**src/rtl/cpu_pipe_ctrl_unit_pkg.sv**
```systemverilog
// Shared control-path types for the RV32I pipeline: opcodes, ALU selects,
// branch funct3 codes and the per-stage control bundle.
package pkg_cpu_typedefs;

    localparam int ALU_SEL_PKG_W = 4;

    typedef enum logic [ALU_SEL_PKG_W-1:0] {
        ALU_ADD  = 4'd0,
        ALU_SUB  = 4'd1,
        ALU_AND  = 4'd2,
        ALU_OR   = 4'd3,
        ALU_XOR  = 4'd4,
        ALU_SLT  = 4'd5,
        ALU_SLTU = 4'd6,
        ALU_SLL  = 4'd7,
        ALU_SRL  = 4'd8,
        ALU_SRA  = 4'd9
    } alu_sel_e;

    localparam logic [6:0] OPC_LOAD   = 7'b0000011;
    localparam logic [6:0] OPC_I_TYPE = 7'b0010011;
    localparam logic [6:0] OPC_AUI_PC = 7'b0010111;
    localparam logic [6:0] OPC_S_TYPE = 7'b0100011;
    localparam logic [6:0] OPC_R_TYPE = 7'b0110011;
    localparam logic [6:0] OPC_LUI    = 7'b0110111;
    localparam logic [6:0] OPC_B_TYPE = 7'b1100011;
    localparam logic [6:0] OPC_JALR   = 7'b1100111;
    localparam logic [6:0] OPC_J_TYPE = 7'b1101111;

    localparam logic [2:0] F3_BEQ  = 3'b000;
    localparam logic [2:0] F3_BNE  = 3'b001;
    localparam logic [2:0] F3_BLT  = 3'b100;
    localparam logic [2:0] F3_BGE  = 3'b101;
    localparam logic [2:0] F3_BLTU = 3'b110;
    localparam logic [2:0] F3_BGEU = 3'b111;

    typedef struct packed {
        logic       jmp;
        logic       bra;
        logic       jalr;
        logic [1:0] alu_a_src;
        logic       alu_b_src;
        alu_sel_e   alu_op_sel;
        logic [2:0] funct3;
        logic       mem_wr_en;
        logic [1:0] result_src;
        logic       regfl_wr_en;
    } ctrl_bundle_t;

    localparam ctrl_bundle_t BUBBLE = '0;

endpackage

```
**src/rtl/cpu_pipe_ctrl_unit_alu_decoder.sv**
```systemverilog
// Combinational ALU operation decoder (alu_op class + funct3/funct7[5] -> select).
module cpu_alu_decoder
    import pkg_cpu_typedefs::*;
(
    input  logic [1:0] alu_op,
    input  logic [2:0] funct3,
    input  logic       opc_b5,
    input  logic       f7b5,
    output alu_sel_e   alu_op_sel
);

    always_comb begin
        alu_op_sel = ALU_ADD;
        case (alu_op)
            2'b00: alu_op_sel = ALU_ADD;
            2'b01: alu_op_sel = ALU_SUB;
            2'b10: begin
                case (funct3)
                    // funct7[5] only selects SUB for register-register forms
                    3'b000:  alu_op_sel = (opc_b5 & f7b5) ? ALU_SUB : ALU_ADD;
                    3'b001:  alu_op_sel = ALU_SLL;
                    3'b010:  alu_op_sel = ALU_SLT;
                    3'b011:  alu_op_sel = ALU_SLTU;
                    3'b100:  alu_op_sel = ALU_XOR;
                    3'b101:  alu_op_sel = f7b5 ? ALU_SRA : ALU_SRL;
                    3'b110:  alu_op_sel = ALU_OR;
                    default: alu_op_sel = ALU_AND;
                endcase
            end
            default: alu_op_sel = ALU_ADD;
        endcase
    end

endmodule

```
**src/rtl/cpu_pipe_ctrl_unit.sv**
```systemverilog
// Pipelined RV32I control unit: ID decode, then EX / MEM(xMEM_STAGES) / WB bundles.
// Optional illegal-instruction reporting under CPU_CTRL_ILLEGAL_INSTR_EN.
module cpu_pipe_ctrl_unit
    import pkg_cpu_typedefs::*;
#(
    parameter int MEM_STAGES = 1,
    parameter int ALU_SEL_W  = 4
) (
    input  logic                 clk,
    input  logic                 rst_n,
    input  logic                 pipe_en,
    input  logic                 flush_ex,
    input  logic                 id_valid,
    input  logic [6:0]           id_opc,
    input  logic [2:0]           id_funct3,
    input  logic                 id_funct7_b5,
    output logic [2:0]           id_imd_src,
    input  logic                 ex_zero,
    input  logic                 ex_neg,
    input  logic                 ex_ovf,
    input  logic                 ex_carry,
    output logic [1:0]           ex_alu_a_src,
    output logic                 ex_alu_b_src,
    output logic [ALU_SEL_W-1:0] ex_alu_op_sel,
    output logic                 ex_pc_src,
    output logic                 ex_jalr,
    output logic [1:0]           ex_result_src,
    output logic                 ex_regfl_wr_en,
    output logic                 mem_wr_en,
    output logic [2:0]           mem_funct3,
    output logic                 mem_regfl_wr_en,
    output logic [1:0]           mem_result_src,
    output logic                 wb_regfl_wr_en,
    output logic [1:0]           wb_result_src
`ifdef CPU_CTRL_ILLEGAL_INSTR_EN
   ,output logic                 ex_illegal,
    output logic                 illegal_sticky
`endif
);

    ctrl_bundle_t id_dec, id_next, ex_q;
    ctrl_bundle_t mem_pipe [MEM_STAGES];
    logic [1:0]   id_alu_op;
    logic         id_bad, id_illegal, br_taken;
    logic         wb_wr_q;
    logic [1:0]   wb_res_q;
    alu_sel_e     id_alu_sel;

    always_comb begin
        id_dec        = BUBBLE;
        id_dec.funct3 = id_funct3;
        id_alu_op     = 2'b00;
        id_imd_src    = 3'b000;
        id_bad        = 1'b0;
        case (id_opc)
            OPC_LOAD: begin
                id_dec.alu_b_src   = 1'b1;
                id_dec.result_src  = 2'b01;
                id_dec.regfl_wr_en = 1'b1;
                id_bad = (id_funct3 == 3'b011) || (id_funct3[2:1] == 2'b11);
            end
            OPC_AUI_PC, OPC_LUI: begin
                id_dec.alu_a_src   = id_opc[5] ? 2'b10 : 2'b11;
                id_dec.alu_b_src   = 1'b1;
                id_dec.regfl_wr_en = 1'b1;
                id_imd_src         = 3'b100;
            end
            OPC_JALR: begin
                id_dec.jmp         = 1'b1;
                id_dec.jalr        = 1'b1;
                id_dec.alu_b_src   = 1'b1;
                id_dec.result_src  = 2'b10;
                id_dec.regfl_wr_en = 1'b1;
                id_bad = (id_funct3 != 3'b000);
            end
            OPC_S_TYPE: begin
                id_dec.alu_b_src = 1'b1;
                id_dec.mem_wr_en = 1'b1;
                id_imd_src       = 3'b001;
                id_bad = (id_funct3 > 3'b010);
            end
            OPC_R_TYPE: begin
                id_dec.regfl_wr_en = 1'b1;
                id_alu_op          = 2'b10;
            end
            OPC_I_TYPE: begin
                id_dec.alu_b_src   = 1'b1;
                id_dec.regfl_wr_en = 1'b1;
                id_alu_op          = 2'b10;
                // only funct7[5] is visible here; SLLI must have it clear
                id_bad = (id_funct3 == 3'b001) && id_funct7_b5;
            end
            OPC_J_TYPE: begin
                id_dec.jmp         = 1'b1;
                id_dec.alu_a_src   = 2'b11;
                id_dec.alu_b_src   = 1'b1;
                id_dec.result_src  = 2'b10;
                id_dec.regfl_wr_en = 1'b1;
                id_imd_src         = 3'b011;
            end
            OPC_B_TYPE: begin
                id_dec.bra = 1'b1;
                id_imd_src = 3'b010;
                id_alu_op  = 2'b01;
                id_bad = (id_funct3[2:1] == 2'b01);
            end
            default: id_bad = 1'b1;
        endcase
    end

    cpu_alu_decoder u_alu_dec (
        .alu_op     (id_alu_op),
        .funct3     (id_funct3),
        .opc_b5     (id_opc[5]),
        .f7b5       (id_funct7_b5),
        .alu_op_sel (id_alu_sel)
    );

    assign id_illegal = id_valid & id_bad;

    always_comb begin
        id_next            = id_dec;
        id_next.alu_op_sel = id_alu_sel;
        if (!id_valid || id_bad)
            id_next = BUBBLE;
    end

    always_ff @(posedge clk or negedge rst_n) begin
        if (!rst_n) begin
            ex_q <= BUBBLE;
            for (int i = 0; i < MEM_STAGES; i++)
                mem_pipe[i] <= BUBBLE;
            wb_wr_q  <= 1'b0;
            wb_res_q <= 2'b00;
        end else if (pipe_en) begin
            ex_q        <= flush_ex ? BUBBLE : id_next;
            mem_pipe[0] <= ex_q;
            for (int i = 1; i < MEM_STAGES; i++)
                mem_pipe[i] <= mem_pipe[i-1];
            wb_wr_q  <= mem_pipe[MEM_STAGES-1].regfl_wr_en;
            wb_res_q <= mem_pipe[MEM_STAGES-1].result_src;
        end
    end

    always_comb begin
        br_taken = 1'b0;
        case (ex_q.funct3)
            F3_BEQ:  br_taken = ex_zero;
            F3_BNE:  br_taken = !ex_zero;
            F3_BLT:  br_taken = ex_neg ^ ex_ovf;
            F3_BGE:  br_taken = !(ex_neg ^ ex_ovf);
            F3_BLTU: br_taken = !ex_carry;
            F3_BGEU: br_taken = ex_carry;
            default: br_taken = 1'b0;
        endcase
    end

    assign ex_pc_src       = ex_q.jmp | (ex_q.bra & br_taken);
    assign ex_alu_a_src    = ex_q.alu_a_src;
    assign ex_alu_b_src    = ex_q.alu_b_src;
    assign ex_alu_op_sel   = ALU_SEL_W'(ex_q.alu_op_sel);
    assign ex_jalr         = ex_q.jalr;
    assign ex_result_src   = ex_q.result_src;
    assign ex_regfl_wr_en  = ex_q.regfl_wr_en;
    assign mem_wr_en       = mem_pipe[0].mem_wr_en;
    assign mem_funct3      = mem_pipe[0].funct3;
    assign mem_regfl_wr_en = mem_pipe[0].regfl_wr_en;
    assign mem_result_src  = mem_pipe[0].result_src;
    assign wb_regfl_wr_en  = wb_wr_q;
    assign wb_result_src   = wb_res_q;

`ifdef CPU_CTRL_ILLEGAL_INSTR_EN
    logic ill_q, sticky_q;

    always_ff @(posedge clk or negedge rst_n) begin
        if (!rst_n) begin
            ill_q    <= 1'b0;
            sticky_q <= 1'b0;
        end else if (pipe_en) begin
            ill_q <= id_illegal & !flush_ex;
            if (id_illegal & !flush_ex)
                sticky_q <= 1'b1;
        end
    end

    assign ex_illegal     = ill_q;
    assign illegal_sticky = sticky_q;
`else
    logic unused_illegal;
    assign unused_illegal = id_illegal;
`endif

endmodule

```
**config.mk**
```make
export PLATFORM = sky130hd
export DESIGN_NAME = cpu_pipe_ctrl_unit
export DESIGN_NICKNAME = d
export VERILOG_FILES = /design/src/rtl/cpu_pipe_ctrl_unit_pkg.sv /design/src/rtl/cpu_pipe_ctrl_unit_alu_decoder.sv /design/src/rtl/cpu_pipe_ctrl_unit.sv
export SDC_FILE = /design/constraint.sdc
export NUM_CORES = 1
export LEC_CHECK = 0
export ABC_AREA = 1
export CORE_UTILIZATION = 40
export CTS_CLUSTER_SIZE = 16
export DETAILED_ROUTE_END_ITERATION = 12
export PLACE_DENSITY = 0.76
export REMOVE_ABC_BUFFERS = 1
export SLEW_MARGIN = 5
export SYNTH_ARGS = -nofsm -noshare
export SYNTH_HDL_FRONTEND = slang
export SYNTH_SLANG_ARGS = --single-unit
```
**constraint.sdc**
```tcl
create_clock -name clk -period 2.74 [get_ports clk]
set_input_delay 0.548 -clock clk [delete_from_list [all_inputs] [get_ports clk]]
set_output_delay 0.548 -clock clk [all_outputs]
set_load 0.03 [all_outputs]
```
* Word level (Yosys, flattened, before mapping) *
Cells that the tools add are included.

word-level totals
  bits in registers = 27
  output and inout bits = 25
  logic and storage cells = 80
  input port bits = 20

operators by class
  multiplexer cells = 19
  equality and inequality tests = 24
  bitwise operators = 4
  reductions and logical operators = 16
  $lt $le $gt $ge = 1

operator list
  kind                                                                             number
  17-bit 2-to-1 mux                                                                2
  4-bit one-hot mux with 7 select lines                                            1
  3-bit == test, second input constant                                             7
  7-bit by 6-bit == test with 1-bit output, second input constant                  3
  7-bit == test, second input constant                                             3
  7-bit by 5-bit == test with 1-bit output, second input constant                  2
  7-bit OR reduction                                                               2
  1-bit one-hot mux with 6 select lines                                            2
  2-bit one-hot mux with 2 select lines                                            3
  3-bit one-hot mux with 4 select lines                                            1
  1-bit 2-to-1 mux                                                                 9
  4-bit one-hot mux with 2 select lines                                            1
  7-bit by 2-bit == test with 1-bit output, second input constant                  1
  3-bit by 1-bit == test with 1-bit output, second input constant                  2
  3-bit by 2-bit == test with 1-bit output, second input constant                  2
  3-bit logical NOT                                                                2
  2-bit OR reduction                                                               3
  2-bit by 1-bit == test with 1-bit output, second input constant                  2
  2-bit == test, second input constant                                             2
  1-bit logical NOT                                                                4
  4-bit OR reduction                                                               1
  3-bit by 2-bit greater-than comparator with 1-bit output, second input constant  1
  3-bit nonzero test                                                               1
  1-bit AND                                                                        2
  other kinds (4)                                                                  5

* Logic depth before layout (Yosys ltp) *
  word-level depth = 7
  gate-level depth with buffers = 12
  gate-level depth less buffers = 12

* By module *
A second synthesis with hierarchy kept.

unflattened totals
  cell total of the unflattened synthesis = 252
  area, all modules = 1740.4 µm²

by module, submodules not included
  module              instances  sequential area each (µm²)  area each (µm²)  cells an instance
  cpu_pipe_ctrl_unit  1          650.6                       1586.5           222
  cpu_alu_decoder     1          0.0                         153.9            30

* Worst setup path after synthesis *
No wires, ideal clock.

  path kind = input -> register
  start = in id_opc[1]
  end = reg ex_q (netlist bit ex_alu_op_sel[2])
  arrival = 1.862 ns
  data required time = 2.674 ns
  setup time = 0.066 ns
  stages = 10
  buffers on the path = 0
  setup slack = 0.812 ns
  cell sequence = nand2_1 > nor2_4 > nand2_1 > nor2_1 > ha_1 > inv_1 > nand3_1 > nor3b_1 > nand3_2 > nand2_1

on the way
  longest elaborated chain between the ends = 7
  elaborated cells between the ends (all ways) = 19
  classes of those cells = eq/ne (11); mux (5); reduce/logical (3)

RTL lines
  what                                                                                                  RTL line                              text
  start, declared                                                                                       cpu_pipe_ctrl_unit.sv:14              input logic [6:0] id_opc,
  7-bit by 5-bit == test with 1-bit output or 7-bit by 6-bit == test with 1-bit output (tied branches)  cpu_pipe_ctrl_unit.sv:55              case (id_opc)
  2-bit OR reduction (no line)                                                                          -
  2-bit one-hot mux with 2 select lines                                                                 cpu_pipe_ctrl_unit.sv:55
  2-bit == test or 2-bit by 1-bit == test with 1-bit output (tied branches)                             cpu_pipe_ctrl_unit_alu_decoder.sv:14  case (alu_op)
  4-bit one-hot mux with 2 select lines                                                                 cpu_pipe_ctrl_unit_alu_decoder.sv:14
  17-bit 2-to-1 mux *                                                                                   cpu_pipe_ctrl_unit.sv:124             if (!id_valid || id_bad)
  17-bit 2-to-1 mux *                                                                                   cpu_pipe_ctrl_unit.sv:136             ex_q <= flush_ex ? BUBBLE : id_next;
  end signal, assigned                                                                                  cpu_pipe_ctrl_unit.sv:136
  end, declared                                                                                         cpu_pipe_ctrl_unit.sv:41              ctrl_bundle_t id_dec, id_next, ex_q;

Every way passes the cells marked *; elsewhere a longest branch is shown, timed or not.
A chain may end at the register's enable or synchronous reset.

* Worst setup path after layout *
  start = in id_opc[4]
  end = out id_imd_src[2]

on the way
  longest elaborated chain between the ends = 3
  elaborated cells between the ends (all ways) = 7
  classes of those cells = eq/ne (5); mux (1); reduce/logical (1)

RTL lines
  what                                                                                                  RTL line                  text
  7-bit by 5-bit == test with 1-bit output or 7-bit by 6-bit == test with 1-bit output (tied branches)  cpu_pipe_ctrl_unit.sv:55
  2-bit OR reduction                                                                                    -
  3-bit one-hot mux with 4 select lines *                                                               cpu_pipe_ctrl_unit.sv:55
  end, declared                                                                                         cpu_pipe_ctrl_unit.sv:17  output logic [2:0] id_imd_src,

Marks and branches as above.

==> metrics.md <==
| Metric | Value |
|---|---|
| Part of the total power dissipated in the clock network | `0.331` |
| Worst flop-to-flop path startpoint | `ex_q[6]$_DFFE_PN0P_` |
| Horiz. Die Dim | `67.6 um` |
| Pre-CTS setup slack | `0.162 ns` |
| Ratio of cells with drive above 1 in the final layout | `0.136` |
| Leakage power summed over all cells | `1.12 nW` |
| Number of register bits inferred by synthesis | `26` |
| Required arrival time at the worst endpoint | `2.19 ns` |
| Routed vias/inst | `4.75` |
| Post-Syn Area per Cell | `7.28 sq um` |
| Critical Path Sink Type | `output pin` |
| Post-CTS Repair Setup Buffers | `0` |
| Part of the power in registers | `0.519` |
| Number of resized instances in the post-cts repair step | `0` |
| Unrepaired setup endpoints after global routing | `no` |
| Total clock buffers created by CTS | `3` |
| Wire per inst | `11.1 um` |
| Maximum clock skew at final layout | `0.000996 ns` |
| Net switching component of the power | `184 uW` |
| Worst path slowest cell | `clkdlybuf4s50_1` |
| FFs w/ async S/R, synth | `1.00` |
| Hpwl dp | `2710 um` |
| Highest net fanout along the worst path | `4` |
| Area contributors post-synth | `dfrtp_1 38%, nand2_1 20%, nand3_1 6.4%, nand3_2 6.4%, nor2_1 3.9%` |
| Number of distinct standard cells referenced by the synthesized netlist | `28` |
| Hold wc startpoint | `wb_result_src[0]$_DFFE_PN0P_` |
| Result of the run | `complete, no violations` |
| Type of origin of the critical path | `primary input` |
| Final total negative setup slack | `0 ns` |
| Largest area contributor in the netlist | `dfrtp_1` |
| Post-CTS clock slew at the launch and capture registers of the worst setup and hold paths | `0.08 ns` |
| Clock period minus worst slack | `2.38 ns` |
| Proportion of power drawn by combinational gates | `0.149` |
| Max-cap check violation count | `0` |
| Leading cell type in the layout, fill and taps excluded | `nand2_1` |
| Largest incremental delay on the critical path | `0.53 ns` |
| Total routed wirelength | `3590 um` |
| Layout Nets | `295` |
| Maximum VDD drop | `0.191 mV` |
| CTS tree | `built` |
| Area overhead of the layout relative to synthesis | `26.6%` |
| Number of enable-type register cells in the synthesized netlist | `0` |
| F_max | `420 MHz` |
| Sequential fraction of the synthesis area | `0.378` |
| Worst-case setup margin in the final layout | `0.360 ns` |
| Most used DFF post-synth | `dfrtp_1` |
| Buffers on Ports | `44` |
| Source-to-sink clock delay at the later pin of the worst-skew pair | `0.27 ns` |
| Number of failing setup endpoints in the final timing report | `0` |
| Remaining DRCs | `0` |
| CTS H-Tree Depth | `1` |
| Global route overflow | `0` |
| Die Height | `67.6 um` |
| First-pass GRT wire length | `6270 um` |
| Data arrival at the endpoint of the critical path | `1.83 ns` |
| Sinks on the clock net | `26` |
| Largest net degree at the start of global routing | `29` |
| Ratio of final minimum period to clock period | `0.869` |
| Core area | `4060 sq um` |
| Internal power | `557 uW` |
| Summed instance area of the synthesized netlist | `1720 sq um` |
| Overall global routing resource usage | `0.181` |
| Clock root buffer | `clkbuf_8` |
| Total of warnings raised by yosys | `0` |
| Via count of the first global-routing pass | `1481` |
| Top cell type's share of synthesized area | `0.378` |
| Antenna violations before repair | `0` |
| Startpoint-to-endpoint class of the critical path | `primary input to output pin` |
| Series of cell instances along the critical path | `clkdlybuf4s50_1 > inv_2 > nor3_1 > nand2_1 > nand2_2 > buf_4` |
| Transition time of the tightest slew-check pin | `0.439 ns` |
| Maximum buffer depth of the clock tree | `2` |
| Diodes inserted | `0` |
| Cell row count | `23` |
| Normalized max-slew margin | `0.707` |
| Die ar. | `4560 sq um` |
| Drt first pass iters | `4` |
| I/O pin count | `45` |
| Via count of the routed design | `1530` |
| Most frequent cells in the layout | `91 x nand2_1, 40 x clkdlybuf4s50_1, 26 x dfrtp_1` |
| Min-delay worst type | `flop to flop` |
| Number of DRC markers in iteration 0 | `47` |
| Initial core utilization | `0.424` |
| Fraction of power spent switching nets | `0.249` |
| Number of slew-limit violations in the final report | `0` |
| Residual antenna-violating net count after detailed routing | `0` |
| Critical Path Start | `id_opc[4]` |
| Number of hold-repair buffers added at the cts stage | `0` |
| Power density normalized to cell area | `341 nW/um^2` |
| Cells after synthesis | `236` |
| Placer Congestion | `0.800` |
| Final Hold Fails | `0` |
sequential cells by signal (all words and copies together) (netlist names), 2 cells and up:
name,flops
ex_q,6
ex_alu_op_sel,4
mem_funct3,3
ex_alu_a_src,2
mem_result_src,2
wb_result_src,2
worst paths after layout:
path	end	slack [ns]	depth (start not counted)
worst min register to register	wb_result_src[0]$_DFFE_PN0P_	0.47	2
worst max register to register	mem_funct3[2]$_DFFE_PN0P_	1.98	2
worst max-delay path	id_imd_src[2]	0.36	6
min in group asynchronous	ex_alu_op_sel[0]$_DFFE_PN0P_	0.64	2
worst min-delay path	wb_result_src[0]$_DFFE_PN0P_	0.47	2
max in group asynchronous	wb_regfl_wr_en$_DFFE_PN0P_	1.84	2
critical path: cells and delay by family:
kind,cells,cell delay (ns)
buf+inv,3,0.79
simple gates,3,0.49
cell families after synthesis:
group	after synthesis	synth area share
XOR/XNOR	2	0.0102
AO/OA/AOI/OAI	10	0.0320
AND/OR/NAND/NOR	162	0.458
flip-flops	26	0.378
adder cells (fa/ha/maj)	2	0.0146
buffers and inverters	34	0.107
Yosys cell counts, types with 3 or more instances:
| library cell | number |
|---|---|
| nor2_4 | 4 |
| nand2_1 | 91 |
| o21ai_0 | 4 |
| nand3_2 | 11 |
| nand2_2 | 4 |
| buf_4 | 8 |
| nor3_1 | 5 |
| nand3_1 | 22 |
| nor2_1 | 18 |
| dfrtp_1 | 26 |
| inv_1 | 16 |
| inv_2 | 3 |
| a21oi_1 | 4 |
routing by layer:
layer,vias up,share of wire,global-route usage
met1,681,0.46,0.219
met2,34,0.48,0.314
li1,811,-,-
met4,0,0.010,0.0559
met5,-,0,0
met3,4,0.045,0.0422
power by group through the flow:
stage / Combinational, mW / Clock (mW) / Sequential (mW)
after floorplan: 0.0507 / 0 / 0.394
after detailed placement: 0.111 / 0 / 0.393
final: 0.111 / 0.246 / 0.385
after global placement: 0.110 / 0 / 0.393
after CTS: 0.111 / 0.258 / 0.385
after global routing: 0.123 / 0.270 / 0.386
final cells by class:
class,count,area (sq um)
Clock buffer,4,55.1
Timing Repair Buffer,47,453
Sequential cell,26,651
Fill cell,397,1880
Multi-Input combinational cell,176,885
Inverter,19,71.3
Tap cell,50,62.6
per-stage QoR:
step                power (mW)  cell area [sq um]  hold WS [ns]   util  cells
detailed placement       0.504               2120         0.460  0.523    318
global route             0.779               2180         0.511  0.537    322
floorplan                0.445               1610         0.252      -    221
global placement         0.503               2120         0.459  0.523    318
CTS                      0.754               2180         0.480  0.537    322
finish                   0.742               2180         0.472  0.537    322
Note: power is estimated with default switching activity, not from simulation.
==> RTL change 1 (same settings) <==
Add a define of `CPU_CTRL_ILLEGAL_INSTR_EN`.
--- a/src/rtl/cpu_pipe_ctrl_unit.sv
+++ b/src/rtl/cpu_pipe_ctrl_unit.sv
@@ -1,5 +1,7 @@
 // Pipelined RV32I control unit: ID decode, then EX / MEM(xMEM_STAGES) / WB bundles.
 // Optional illegal-instruction reporting under CPU_CTRL_ILLEGAL_INSTR_EN.
+`define CPU_CTRL_ILLEGAL_INSTR_EN
+
 module cpu_pipe_ctrl_unit
     import pkg_cpu_typedefs::*;
 #(
Function (old outputs only; new: ex_illegal and illegal_sticky): kept (equiv_simple and equiv_induct, registers matched by name and starting in step).
==> RTL change 1 against the original RTL <==
Sequential cell count increased by 2; setup slack improved by 95 ps; routed wire length decreased by 6.8%; area after synthesis increased by 3.0%; total power increased by 5.0%; final area increased by 3.1%; clock skew increased by 0.96 ps; sequential share of layout area increased by 1.3 points; critical path type unchanged; critical endpoint unchanged.
==> RTL change 1: results (changes against the original RTL) <==
| Stage | Quantity | Reported | vs unedited |
|---|---|---|---|
| logic synthesis | Most area-consuming cells after synthesis | sky130_fd_sc_hd__dfrtp_1 (40%), sky130_fd_sc_hd__nand2_1 (19%), sky130_fd_sc_hd__nand4_1 (6.0%) |  |
| placement | Dpl hpwl | 2.55 mm | -5.8% |
| critical path | Critical Path Start | id_opc[1] |  |
| final layout | Final layout net count | 296 | +0.34% |
| logic synthesis | Yosys cell types | 30 | +7.1% |
| detailed routing | DRC violation total after the first TritonRoute iteration | 51 | +8.5% |
| global route | Met2 Use GR | 0.263 | -0.0509 |
| status | Run status | finished, final reports clean |  |
| power | Maximum vdd ir drop | 0.000181 V | -5.5% |
| detailed routing | Wire length on met3 | 137 µm | -15% |
| critical path | Data arrival time of the critical path | 1740 ps | -90 ps |
| logic synthesis | Commonest cells in the synthesized netlist | sky130_fd_sc_hd__nand2_1 (89), sky130_fd_sc_hd__dfrtp_1 (28), sky130_fd_sc_hd__inv_1 (20) |  |
| power | Proportion of power drawn by the clock network | 0.319 | -0.012 |
| final layout | FILL cells | 431 | +8.6% |
| logic synthesis | Post-synthesis area per instance | 7.50 µm² | +3.0% |
| final layout | Flip-flop count of the largest register, all copies and words added | 5 | -1 |
| worst hold path | Min-Delay Endpoint | illegal_sticky$_DFFE_PN0P_ |  |
| detailed routing | Detail Route met2 WL | 1.52 mm | -12% |
| placement | IO Port Bufs | 46 | +4.5% |
| critical path | FF-to-FF End | mem_funct3[1]$_DFFE_PN0P_ |  |
| power | Leakage | 1.21 nW | +7.5% |
| worst hold path | Worst Min Path Start | illegal_sticky$_DFFE_PN0P_ |  |
| sta | Relative slew margins | 0.765 | +0.0584 |
| power | Overall power of the completed layout | 779 µW | +5.0% |
| sta | Worst Hold Slack | 472 ps | +0.293 ps |
| detailed routing | Met1 Routed Length | 1.65 mm | -0.66% |
| global route | GRT Total Usage | 0.162 | -0.0194 |
| global route | Global Route met3 Usage | 0.0148 | -0.0274 |
## RTL change 1: cells by family after synthesis
kind of cell / synth area share
AND/OR/NAND/NOR: 0.421
buffers and inverters: 0.124
flip-flops: 0.396
AO/OA/AOI/OAI: 0.0297
XOR/XNOR: 0.00990
adder cells (fa/ha/maj): 0.0141
multiplexers: 0.00565
## RTL change 1: cell type report
type                            count  area share
Multi-Input combinational cell    166       0.379
Sequential cell                    28       0.312
Timing Repair Buffer               49       0.213
Inverter                           26      0.0435
Tap cell                           50      0.0279
Clock buffer                        4      0.0245
## RTL change 1: what timing repair did
action                     CTS  global route
hold endpoints to repair     0             0
resized for setup            0             1
setup endpoints to repair    0             1
## RTL change 1: worst reg2reg max path, stage by stage (launching register included)
cell                      delay (ps)
sky130_fd_sc_hd__dfrtp_1         380
sky130_fd_sc_hd__inv_1           150
sky130_fd_sc_hd__o21ai_0         110
==> RTL change 2 (same settings) <==
Without the edit above. Register the output `wb_regfl_wr_en` once more, without a reset; this adds one clock of latency there. The other outputs are not delayed to match.
--- a/src/rtl/cpu_pipe_ctrl_unit.sv
+++ b/src/rtl/cpu_pipe_ctrl_unit.sv
@@ -166,7 +166,9 @@
     assign mem_funct3      = mem_pipe[0].funct3;
     assign mem_regfl_wr_en = mem_pipe[0].regfl_wr_en;
     assign mem_result_src  = mem_pipe[0].result_src;
-    assign wb_regfl_wr_en  = wb_wr_q;
+    always_ff @(posedge clk) begin
+        wb_regfl_wr_en <= wb_wr_q;
+    end
     assign wb_result_src   = wb_res_q;
 
 `ifdef CPU_CTRL_ILLEGAL_INSTR_EN
Formal check against the unedited RTL: not equivalent (a bounded check fails within 4 cycles, from zero or initial values and one cycle with rst_n low).
==> RTL change 2 against the original RTL <==
Routed wire length down 4.2%; register-to-register slack better by 20 ps; non-clock buffer count unchanged; final area down 0.29%; total power down 1.5%; first-iteration DRC count rose to 3.0 times the old value; via count up 4.0%; worst hold slack worse by 72 ps; sequential cell count up 1; setup slack better by 24 ps; area after synthesis about the same.
==> RTL change 2: results (changes against the original RTL) <==
| Stage | Quantity | Reported | vs unedited |
|---|---|---|---|
| logic synthesis | Async S/R FF share, synth | 0.963 | -0.0370 |
| global route | Met1 track demand over resource | 0.228 | +0.00832 |
| status | Run status | finished, final reports clean |  |
| logic synthesis | Commonest cells in the synthesized netlist | sky130_fd_sc_hd__nand2_1 (96), sky130_fd_sc_hd__nand3_1 (27), sky130_fd_sc_hd__dfrtp_1 (26) |  |
| final layout | Ratio of cells with drive above 1 in the final layout | 0.0947 | -0.0413 |
| final layout | Final layout net count | 308 | +4.4% |
| critical path | Worst R2R Setup Slack | 2000 ps | +20 ps |
| logic synthesis | Most area-consuming cells after synthesis | sky130_fd_sc_hd__dfrtp_1 (38%), sky130_fd_sc_hd__nand2_1 (21%), sky130_fd_sc_hd__nand3_1 (7.9%) |  |
| global route | Wire length of the first global-routing pass | 6.08 mm | -3.0% |
| detailed routing | Detailed-route wire length per cell | 10.3 µm | -7.9% |
| critical path | Crit path max fanout | 7 | +3 |
| worst hold path | Worst Min Path Start | wb_wr_q$_DFFE_PN0P_ |  |
| power | Net switching share of the total power | 0.254 | +0.00529 |
| critical path | Highest cell delay on the worst timing path | 600 ps | +70 ps |
| sta | Fin Clk Skew | 5.04 ps | +4.05 ps |
| critical path | Worst flop-to-flop path startpoint | ex_q[5]$_DFFE_PN0P_ |  |
| power | Sequential Power Share | 0.548 | +0.029 |
| detailed routing | Met1 Routed Length | 1.65 mm | -1.2% |
| global route | Global Route met3 Usage | 0.0169 | -0.0253 |
| global route | Met2 Use GR | 0.293 | -0.0210 |
| placement | Dpl hpwl | 2.63 mm | -3.0% |
| detailed routing | DRC violation total after the first TritonRoute iteration | 142 | +200% |
| detailed routing | Per-cell via count in the routed design | 4.75 | about the same |
| detailed routing | Wire length on met3 | 186 µm | +15% |
| critical path | Critical Path Start | id_opc[5] |  |
-- RTL change 2: cell types whose count changed after synthesis, moves of 5 or more --
cell,unedited run,this run
sky130_fd_sc_hd__inv_1,16,23
sky130_fd_sc_hd__nand3_1,22,27
sky130_fd_sc_hd__nand2_1,91,96
sky130_fd_sc_hd__nand3_2,11,5
sky130_fd_sc_hd__nor2_1,18,24
-- RTL change 2: cell type report --
type,instances,area [µm²],share of cell area
multi-input combinational,180,832,0.383
inverter,27,101,0.0467
sequential,27,671,0.309
tap,50,62.6,0.0288
clock buffer,3,41.3,0.0190
clock inverter,1,5.00,0.00231
timing repair buffer,47,458,0.211
-- RTL change 2: cell families (layout without fill, tap and decap cells) --
logic type,count (synthesis),count (layout),share of synthesized area
buf+inv,42,78,0.125
fa+ha+maj,2,2,0.0146
flops,27,27,0.390
compound gates,11,11,0.0350
xor+xnor,2,2,0.0102
simple gates,165,165,0.425
-- RTL change 2: stage by stage --
| step | std cells | instance area (µm²) | util | setup WS [ps] | hold WS (ps) |
|---|---|---|---|---|---|
| global route | 335 | 2170 | 0.535 | 287 | 410 |
| finish | 335 | 2170 | 0.535 | 385 | 399 |
| detailed placement | 331 | 2120 | 0.523 | 91.1 | 381 |
| CTS | 335 | 2170 | 0.534 | 81.8 | 403 |
| global placement | 331 | 2120 | 0.523 | 112 | 357 |
| floorplan | 234 | 1600 | - | 717 | 252 |
-- RTL change 2: worst max-delay path by stage --
stage                     to  slack [ps]  cells after the start
2_1_floorplan  id_imd_src[0]         720                      4
3_3_place_gp   id_imd_src[2]         110                      7
3_5_place_dp   id_imd_src[2]          90                      7
4_1_cts        id_imd_src[2]          80                      7
5_1_grt        id_imd_src[0]         290                      6
6_report       id_imd_src[1]         380                      6
